File: config.mk
export PLATFORM = sky130hd
export DESIGN_NAME = cve2_wb_queue
export DESIGN_NICKNAME = d
export VERILOG_FILES = /design/src/rtl/cve2_pkg.sv /design/src/rtl/cve2_wb_fwd_match.sv /design/src/rtl/cve2_wb_queue.sv
export SDC_FILE = /design/constraint.sdc
export NUM_CORES = 1
export LEC_CHECK = 0
export BUFFER_PORTS_ARGS = -buffer_cell sky130_fd_sc_hd__buf_4
export CAP_MARGIN = 20
export CELL_PAD_IN_SITES_DETAIL_PLACEMENT = 0
export CELL_PAD_IN_SITES_GLOBAL_PLACEMENT = 2
export CORE_MARGIN = 5
export CORE_UTILIZATION = 29
export DETAILED_ROUTE_END_ITERATION = 16
export PLACE_DENSITY_LB_ADDON = 0.05
export SLEW_MARGIN = 5
export SYNTH_ARGS = -nofsm -noshare
export SYNTH_HDL_FRONTEND = slang
export SYNTH_SLANG_ARGS = --single-unit
File: constraint.sdc
create_clock -name clk_i -period 2.9 [get_ports clk_i]
set_input_delay 0.58 -clock clk_i [delete_from_list [all_inputs] [get_ports clk_i]]
set_output_delay 0.58 -clock clk_i [all_outputs]
set_load 0.005 [all_outputs]
File: src/rtl/cve2_pkg.sv
//------------------------------------------------------------------------------
// cve2_pkg : shared types for the writeback queue slice.
// Revision : 1.0
//------------------------------------------------------------------------------
`default_nettype none

package cve2_pkg;

  localparam int unsigned WbQueueMaxDepth = 8;

  typedef enum logic [1:0] {
    WB_INSTR_LOAD  = 2'b00,
    WB_INSTR_STORE = 2'b01,
    WB_INSTR_OTHER = 2'b10
  } wb_instr_type_e;

  typedef struct packed {
    logic           we;
    logic [4:0]     waddr;
    logic [31:0]    wdata;
    wb_instr_type_e itype;
    logic [31:0]    pc;
    logic           compressed;
    logic           count;
  } wb_entry_t;

endpackage

`default_nettype wire

File: src/rtl/cve2_wb_fwd_match.sv
//------------------------------------------------------------------------------
// cve2_wb_fwd_match : youngest-first forwarding lookup of one read address.
// Revision : 1.0
//------------------------------------------------------------------------------
`default_nettype none

module cve2_wb_fwd_match #(
  parameter int unsigned Depth = 2,
  parameter int unsigned PtrW  = 1
) (
  input  logic [4:0]       raddr_i,
  input  logic [PtrW-1:0]  head_i,
  input  logic [Depth-1:0] valid_i,
  input  logic [Depth-1:0] we_i,
  input  logic [Depth-1:0] is_load_i,
  input  logic [Depth-1:0] is_other_i,
  input  logic [4:0]       waddr_i [Depth],
  input  logic [31:0]      wdata_i [Depth],
  output logic             fwd_valid_o,
  output logic [31:0]      fwd_data_o,
  output logic             fwd_stall_o
);

  logic            found;
  logic [PtrW-1:0] idx;
  int              pos;

  // Valid entries are contiguous from the head, so walking age offsets from
  // Depth-1 down to 0 visits valid entries youngest first.
  always_comb begin
    fwd_valid_o = 1'b0;
    fwd_data_o  = '0;
    fwd_stall_o = 1'b0;
    found       = 1'b0;
    idx         = '0;
    pos         = 0;
    for (int k = int'(Depth) - 1; k >= 0; k--) begin
      pos = int'(head_i) + k;
      if (pos >= int'(Depth)) pos = pos - int'(Depth);
      idx = PtrW'(pos);
      if (!found && valid_i[idx] && (raddr_i != 5'd0) && (waddr_i[idx] == raddr_i) &&
          (we_i[idx] || is_load_i[idx])) begin
        found = 1'b1;
        if (is_load_i[idx]) begin
          fwd_stall_o = 1'b1;
        end else if (is_other_i[idx]) begin
          fwd_valid_o = 1'b1;
          fwd_data_o  = wdata_i[idx];
        end
      end
    end
  end

endmodule

`default_nettype wire

File: src/rtl/cve2_wb_queue.sv
//------------------------------------------------------------------------------
// cve2_wb_queue : in-order multi-entry writeback queue with RF forwarding.
// Revision : 1.0
//------------------------------------------------------------------------------
`default_nettype none

module cve2_wb_queue
  import cve2_pkg::*;
#(
  parameter int unsigned Depth    = 2,
  parameter bit          ResetAll = 1'b0
) (
  input  logic           clk_i,
  input  logic           rst_i,
  input  logic           en_wb_i,
  input  wb_instr_type_e instr_type_wb_i,
  input  logic [31:0]    pc_id_i,
  input  logic           instr_is_compressed_id_i,
  input  logic           instr_perf_count_id_i,
  input  logic [4:0]     rf_waddr_id_i,
  input  logic [31:0]    rf_wdata_id_i,
  input  logic           rf_we_id_i,
  input  logic [31:0]    rf_wdata_lsu_i,
  input  logic           rf_we_lsu_i,
  input  logic           lsu_resp_valid_i,
  input  logic           lsu_resp_err_i,
  input  logic [4:0]     rf_raddr_a_i,
  input  logic [4:0]     rf_raddr_b_i,
  output logic           ready_wb_o,
  output logic [4:0]     rf_waddr_wb_o,
  output logic [31:0]    rf_wdata_wb_o,
  output logic           rf_we_wb_o,
  output logic           fwd_valid_a_o,
  output logic [31:0]    fwd_data_a_o,
  output logic           fwd_stall_a_o,
  output logic           fwd_valid_b_o,
  output logic [31:0]    fwd_data_b_o,
  output logic           fwd_stall_b_o,
  output logic           outstanding_load_wb_o,
  output logic           outstanding_store_wb_o,
  output logic [31:0]    pc_wb_o,
  output logic           instr_done_wb_o,
  output logic           perf_instr_ret_wb_o,
  output logic           perf_instr_ret_compressed_wb_o,
  output logic [2:0]     perf_instr_ret_wb_spec_o,
  output logic [2:0]     perf_instr_ret_compressed_wb_spec_o
);

  localparam int unsigned PtrW = (Depth > 1) ? $clog2(Depth) : 1;
  localparam int unsigned CntW = $clog2(Depth + 1);
  localparam logic [PtrW-1:0] LastIdx = PtrW'(Depth - 1);

  wb_entry_t        entries_q [Depth];
  logic [Depth-1:0] valid_q, valid_d;
  logic [PtrW-1:0]  head_q, head_d, tail_q, tail_d;
  logic [CntW-1:0]  count_q, count_d;

  wb_entry_t  head_entry, new_entry;
  logic       head_valid, head_other, head_done, accept, id_we;
  logic [3:0] spec_cnt, spec_cnt_c;

  logic [Depth-1:0] ent_we, ent_load, ent_store, ent_other;
  logic [4:0]       ent_waddr [Depth];
  logic [31:0]      ent_wdata [Depth];

  assign head_entry = entries_q[head_q];
  assign head_valid = valid_q[head_q];
  assign head_other = (head_entry.itype == WB_INSTR_OTHER);
  assign head_done  = head_other | lsu_resp_valid_i;

  assign instr_done_wb_o = head_valid & head_done;
  assign ready_wb_o      = (count_q < CntW'(Depth)) | instr_done_wb_o;
  assign accept          = en_wb_i & ready_wb_o;

  assign new_entry = '{we: rf_we_id_i, waddr: rf_waddr_id_i, wdata: rf_wdata_id_i,
                       itype: instr_type_wb_i, pc: pc_id_i,
                       compressed: instr_is_compressed_id_i,
                       count: instr_perf_count_id_i};

  // Retire clears before enqueue sets, so a full-queue swap keeps the slot valid.
  always_comb begin
    valid_d = valid_q;
    head_d  = head_q;
    tail_d  = tail_q;
    count_d = count_q;
    if (instr_done_wb_o) begin
      valid_d[head_q] = 1'b0;
      head_d          = (head_q == LastIdx) ? '0 : head_q + 1'b1;
    end
    if (accept) begin
      valid_d[tail_q] = 1'b1;
      tail_d          = (tail_q == LastIdx) ? '0 : tail_q + 1'b1;
    end
    count_d = count_q + CntW'(accept) - CntW'(instr_done_wb_o);
  end

  always_ff @(posedge clk_i) begin
    if (rst_i) begin
      valid_q <= '0;
      head_q  <= '0;
      tail_q  <= '0;
      count_q <= '0;
    end else begin
      valid_q <= valid_d;
      head_q  <= head_d;
      tail_q  <= tail_d;
      count_q <= count_d;
    end
  end

  if (ResetAll) begin : g_payload_rst
    always_ff @(posedge clk_i) begin
      if (rst_i) begin
        for (int i = 0; i < int'(Depth); i++) entries_q[i] <= '0;
      end else if (accept) begin
        entries_q[tail_q] <= new_entry;
      end
    end
  end else begin : g_payload_norst
    always_ff @(posedge clk_i) begin
      if (accept) entries_q[tail_q] <= new_entry;
    end
  end

  assign id_we          = head_valid & head_other & head_entry.we;
  assign rf_we_wb_o     = id_we | rf_we_lsu_i;
  assign rf_wdata_wb_o  = ({32{id_we}} & head_entry.wdata) | ({32{rf_we_lsu_i}} & rf_wdata_lsu_i);
  assign rf_waddr_wb_o  = head_valid ? head_entry.waddr : 5'd0;
  assign pc_wb_o        = head_valid ? head_entry.pc : 32'd0;

  assign perf_instr_ret_wb_o = instr_done_wb_o & head_entry.count &
                               ~(lsu_resp_valid_i & lsu_resp_err_i);
  assign perf_instr_ret_compressed_wb_o = perf_instr_ret_wb_o & head_entry.compressed;

  always_comb begin
    spec_cnt   = '0;
    spec_cnt_c = '0;
    for (int i = 0; i < int'(Depth); i++) begin
      ent_we[i]    = entries_q[i].we;
      ent_load[i]  = valid_q[i] & (entries_q[i].itype == WB_INSTR_LOAD);
      ent_store[i] = valid_q[i] & (entries_q[i].itype == WB_INSTR_STORE);
      ent_other[i] = (entries_q[i].itype == WB_INSTR_OTHER);
      ent_waddr[i] = entries_q[i].waddr;
      ent_wdata[i] = entries_q[i].wdata;
      spec_cnt   = spec_cnt + 4'(valid_q[i] & entries_q[i].count);
      spec_cnt_c = spec_cnt_c + 4'(valid_q[i] & entries_q[i].count & entries_q[i].compressed);
    end
  end

  assign outstanding_load_wb_o  = |ent_load;
  assign outstanding_store_wb_o = |ent_store;
  assign perf_instr_ret_wb_spec_o            = spec_cnt[3] ? 3'd7 : spec_cnt[2:0];
  assign perf_instr_ret_compressed_wb_spec_o = spec_cnt_c[3] ? 3'd7 : spec_cnt_c[2:0];

  cve2_wb_fwd_match #(.Depth(Depth), .PtrW(PtrW)) u_fwd_a (
    .raddr_i(rf_raddr_a_i), .head_i(head_q), .valid_i(valid_q), .we_i(ent_we),
    .is_load_i(ent_load), .is_other_i(ent_other), .waddr_i(ent_waddr), .wdata_i(ent_wdata),
    .fwd_valid_o(fwd_valid_a_o), .fwd_data_o(fwd_data_a_o), .fwd_stall_o(fwd_stall_a_o)
  );

  cve2_wb_fwd_match #(.Depth(Depth), .PtrW(PtrW)) u_fwd_b (
    .raddr_i(rf_raddr_b_i), .head_i(head_q), .valid_i(valid_q), .we_i(ent_we),
    .is_load_i(ent_load), .is_other_i(ent_other), .waddr_i(ent_waddr), .wdata_i(ent_wdata),
    .fwd_valid_o(fwd_valid_b_o), .fwd_data_o(fwd_data_b_o), .fwd_stall_o(fwd_stall_b_o)
  );

  a_depth_legal: assert property (@(posedge clk_i) (Depth >= 1) && (Depth <= WbQueueMaxDepth));
  a_rf_src_onehot: assert property (@(posedge clk_i) disable iff (rst_i)
                                    $onehot0({id_we, rf_we_lsu_i}));
  a_resp_needs_lsu_head: assert property (@(posedge clk_i) disable iff (rst_i)
                                          lsu_resp_valid_i |-> (head_valid & ~head_other));

endmodule

`default_nettype wire

Word-level counts from Yosys, hierarchy flattened. Memories as Yosys holds them, arrays and structs flattened. A register that Yosys moved wholly into a read port is not among the register bits. Index checks and enable logic that the tools add are counted.

ROM bits: 0. Flip-flop bits (word level): 6. Output and inout bits: 150. Input bits: 122. Bits in writable memories: 148. Memories: 1. Word-level logic and storage cells: 165. Latch bits: 0.

Memory list: entries_q (depth 2, bits a word 74, read ports 3, clocked after Yosys merged registers in 1, wr ports 1, line cve2_wb_queue.sv:53) `wb_entry_t entries_q [Depth];`.

Mux-type cells: 77. $add $sub $neg: 9. Shift operators: 0. Bitwise operators: 28. Magnitude comparators: 11. Divide/modulo/power cells: 0. Reductions and logical operators: 26. $mul: 0. Equality and inequality tests: 9.

Operator list (count): 2-to-1 mux 32 bit (17); AND 32 bit (2); 2-to-1 mux 1 bit (47); 2-to-1 mux 5 bit (7); bitwise OR 32 bit (1); == test 5 bit (4); AND 1 bit (16); logical AND 1 bit (16); nonzero test 5 bit (2); < comparator 1 x 2 -> 1 bit, second input constant (4); == test 2 bit, second input constant (3); greater-or-equal comparator 2 bit, second input constant (3); 2-to-1 mux 3 bit (2); adder 1 x 4 -> 4 bit (1); == test 2 x 1 -> 1 bit, second input constant (2); zero test 2 bit (2); 2-to-1 mux 2 bit (2); inverter 1 -> 2 bit (2); OR reduction 2 bit (2); bitwise OR 1 bit (3); adder 1 bit, second input constant (2); adder 1 x 1 -> 2 bit (1); adder 1 x 1 -> 2 bit, second input constant (1); adder 2 x 1 -> 2 bit (1); 12 further kinds (17).

Logic depth before layout (Yosys ltp).
Depth in word-level cells: 17. Depth in mapped cells: 12. Depth with buffers taken out: 11.

Hierarchy. A second synthesis with hierarchy kept.

Cells, all modules: 671. Area total of the unflattened synthesis: 8306.7 um^2.

By module, submodules not included: cve2_wb_queue (cells each 401, sequential area each 4584.4 um^2, area an instance 6199.7 um^2, times used 1); cve2_wb_fwd_match (cells each 135, sequential area each 0.0 um^2, area an instance 1053.5 um^2, times used 2).

Worst setup path after synthesis. Ideal clock, no wire load.

Kind: register -> register. From: memory entries_q[1][34] (netlist bit). To: memory entries_q[0][0] (netlist bit) (enable). Cell stages (with the launch flop): 7. Path buffers: 0. Period minus slack after synthesis: 3.286 ns. Data required time: 2.472 ns. Library setup time: 0.428 ns. Data arrival time: 2.858 ns. Path slack: -0.386 ns. Cells stage by stage: edfxtp_1 nor2b_1 a211oi_1 o21ai_0 and2_1 nand2b_1 inv_1.

RTL lines (line): start: declaration (cve2_wb_queue.sv:53).

==> impl_metrics.yaml <==
floorplan:
  die_x_um: 176
  placementRows: 60
  start_util_pct: 29.5
  dieArea_mm2: 0.0309
  coreArea_mm2: 0.0270
  io_pins: 272
  fp.dieH_um: 176
outcome:
  status: "finished, violations left"
  violations: "negative setup slack"
synthesis:
  synth_top_area_share_pct: 55.7
  synthTopCellsByArea: "edfxtp_1, mux2i_1, a221oi_1"
  synth_seq_cells: 155
  syn_inst: 644
  synth-edff-count: 148
  yosysWarnings: 0
  ys.flop_type: "edfxtp_1"
  synthArstFlopShare_pct: 0
  syn_avg_cell_area_um2: 12.4
  yosysSeqAreaShare_pct: 57.5
  synth_area_leader_cell: "edfxtp_1"
  syn_area_mm2: 0.00797
  yosysUniqueCellTypes: 52
cells_and_area:
  seqCellArea_mm2: 0.00459
  syn2layout_area_growth_pct: 60.3
  diodes: 0
  multi_input_area_mm2: 0.00361
  drive_gt1_share_pct: 50.6
  final_area_mm2: 0.0128
  fin_cells: 1345
  utilization_pct: 47.3
  nNetsFinal: 1117
  fillerInstances: 2498
setup_path:
  cp_max_fo: 7
  r2r_end: "count_q[1]$_SDFF_PP0_"
  crit_top_cell: "buf_12"
  worstPathCellList: "nor3b_4 > o32ai_2 > or4_4 > a2111oi_4 > buf_4 > buf_12 > buf_12 > buf_12 > a221oi_2 > nor2_1 > buf_4"
  slowest_stage: "or4_4"
  critPathCaptureType: "primary output"
  worst_ep_required_time_ns: 2.32
  worstSetupPathType: "reg2out"
  cp_data_arrival_time_ns: 2.92
  cpPeakStageDelay_ns: 0.54
  rr_startpoint: "head_q$_SDFFE_PP0P_"
  cp-start-kind: "register"
  rr_worst_depth: 18
  r2r_slack_ns: 0.12
global_route:
  overflow: 0
  grt_usage_pct: 18.0
  first_global_vias: 7360
  grt_pass1_wl_um: 42900
  antenna_found_initial: 1
  grt_max_degree: 48
timing:
  slew_violations: 0
  setup_ws_ns: -0.596
  tightest_slew_ns: 0.719
  period_share_pct: 121
  rsz0062_at_grt: "true"
  setup_viol: 101
  fin_crit_ns: 3.50
  fin_tns_setup_ns: -33.20
  clock.fmax_ghz: 0.286
  holdWs_ns: 0.337
  hold_violations: 0
  skew_ns: 0.0104
  slew-limit-headroom_pct: 51.9
route:
  initialDrtViolationCount: 369
  dr.pass1.iters: 5
  totalWireLength_um: 28500
  avgRoutedWirePerCell_um: 21.2
  ant_nets: 0
  post-route-drc-count: 0
  vias: 6877
  vias_per_cell: 5.11
pwr:
  vdd_ir_drop_max_uv: 479
  power_mw: 7.32
  power_density_mw_per_mm2: 573
  p_leak_nw: 5.05
clock_tree:
  clk_pin_slew_worst_paths_ns: 0.08
  cts_hold_buf: 0
  cts_buffers: 17
  numClockSinks: 155
  clk_latency_ns: 0.42
  root_buffer: "clkbuf_16"
  cts.path.max_buffers: 2
  h-tree-depth: 4
  cts_tree: "built"
place:
  gp_congestion: 0.826
  port_buffers: 269
  dpl_worst_slack_ns: -0.314
  dpl.hpwl_um: 18800
  dpl-instance-area_mm2: 0.0109
  place_inst: 1274
min_path:
  min_from: "rf_wdata_id_i[4]"
  hold_path.class: "in2reg"
  min_path_cells: 1
  holdPathEnd: "entries_q[0][40]$_DFFE_PP_"
flow_run:
  cap_violations: 0
## state kept, by name, indices dropped and copies added, names as in the netlist, named ones only
name,cells
count_q,2
entries_q,148
valid_q,2
tail_q,1
head_q,1
## cells in the mapped netlist (all sizes together), types with 2 or more instances
master,instances
a2111oi,2
a211oi,3
a21oi,6
a221oi,64
a22o,32
a32oi,2
and2,6
and3,5
buf,26
clkbuf,26
dfxtp,7
edfxtp,148
ha,4
inv,5
mux2i,82
nand2,42
nand2b,5
nand3,6
nand3b,2
nor2,77
nor2b,5
nor3,3
nor3b,5
nor4,4
o21ai,37
o21bai,2
or4,3
xnor2,18
xor2,4
## power by group
| group | internal (mW) | switching, mW |
|---|---|---|
| combinational | 1.03 | 1.02 |
| sequential | 2.84 | 0.217 |
| clock | 1.16 | 1.05 |
| total | 5.03 | 2.29 |
## timing repair
item / CTS / global route
pin swaps: 50 / 22
setup buffers: 25 / 6
gates resized for setup: 111 / 77
cloned: 13 / 1
setup endpoints to repair: 105 / 102
## cell usage in the layout, fill, tap and decap left out, types with 14 or more instances in the layout
master / netlist / final
a221oi_1: 60 / 46
a221oi_2: 4 / 18
a22o_1: 32 / 32
buf_12: 0 / 24
buf_4: 3 / 308
buf_6: 7 / 31
clkbuf_16: 0 / 18
edfxtp_1: 148 / 148
mux2i_1: 81 / 73
nand2_1: 42 / 40
nor2_1: 77 / 74
o21ai_2: 0 / 23
xnor2_1: 18 / 14
## worst max path at each step
stage | from | endpoint | slack [ns] | cells past startpoint
global route | entries_q[1][34]$_DFFE_PP_ | fwd_data_a_o[17] | -0.76 | 11
CTS | entries_q[1][35]$_DFFE_PP_ | fwd_data_a_o[17] | -0.62 | 11
floorplan | rf_raddr_a_i[0] | fwd_data_a_o[10] | -0.01 | 7
detailed placement | rf_raddr_a_i[0] | fwd_data_a_o[1] | -0.31 | 10
global placement | rf_raddr_a_i[0] | fwd_data_a_o[1] | -0.30 | 10
finish | entries_q[1][35]$_DFFE_PP_ | fwd_data_a_o[17] | -0.60 | 11
## critical path, delay by kind of cell, from the launching register on
| family | cells | cell delay [ns] |
|---|---|---|
| flops | 1 | 0.49 |
| simple gates | 3 | 0.98 |
| buf+inv | 5 | 0.67 |
| compound gates | 3 | 0.35 |
## metal layers
metal  vias up  global-route usage, %  share of wire (%)
met4         2                   4.55                1.4
met2       227                   32.7                 52
met5         -                      0              0.046
met1      3400                   21.2                 40
met3        25                   4.50                6.4
li1       3223                      -                  -
## cell families after synthesis
kind of cell    count (synthesis)  synth area share [%]
other cells                     1                0.0470
compound gates                158                  15.8
buf+inv                        57                  3.67
mux                            82                  10.5
flops                         155                  57.5
fa+ha+maj                       4                 0.628
xor+xnor                       22                  2.42
simple gates                  165                  9.53
## final cells by class
type | instances | area share (%)
repair buffers | 379 | 27.6
clock buffers | 17 | 3.33
multi-input cells | 433 | 28.3
flip-flops and latches | 155 | 35.9
clock inverters | 15 | 1.36
well taps | 341 | 3.34
inverters | 5 | 0.206
No activity file was read; power rests on OpenSTA's default activity.
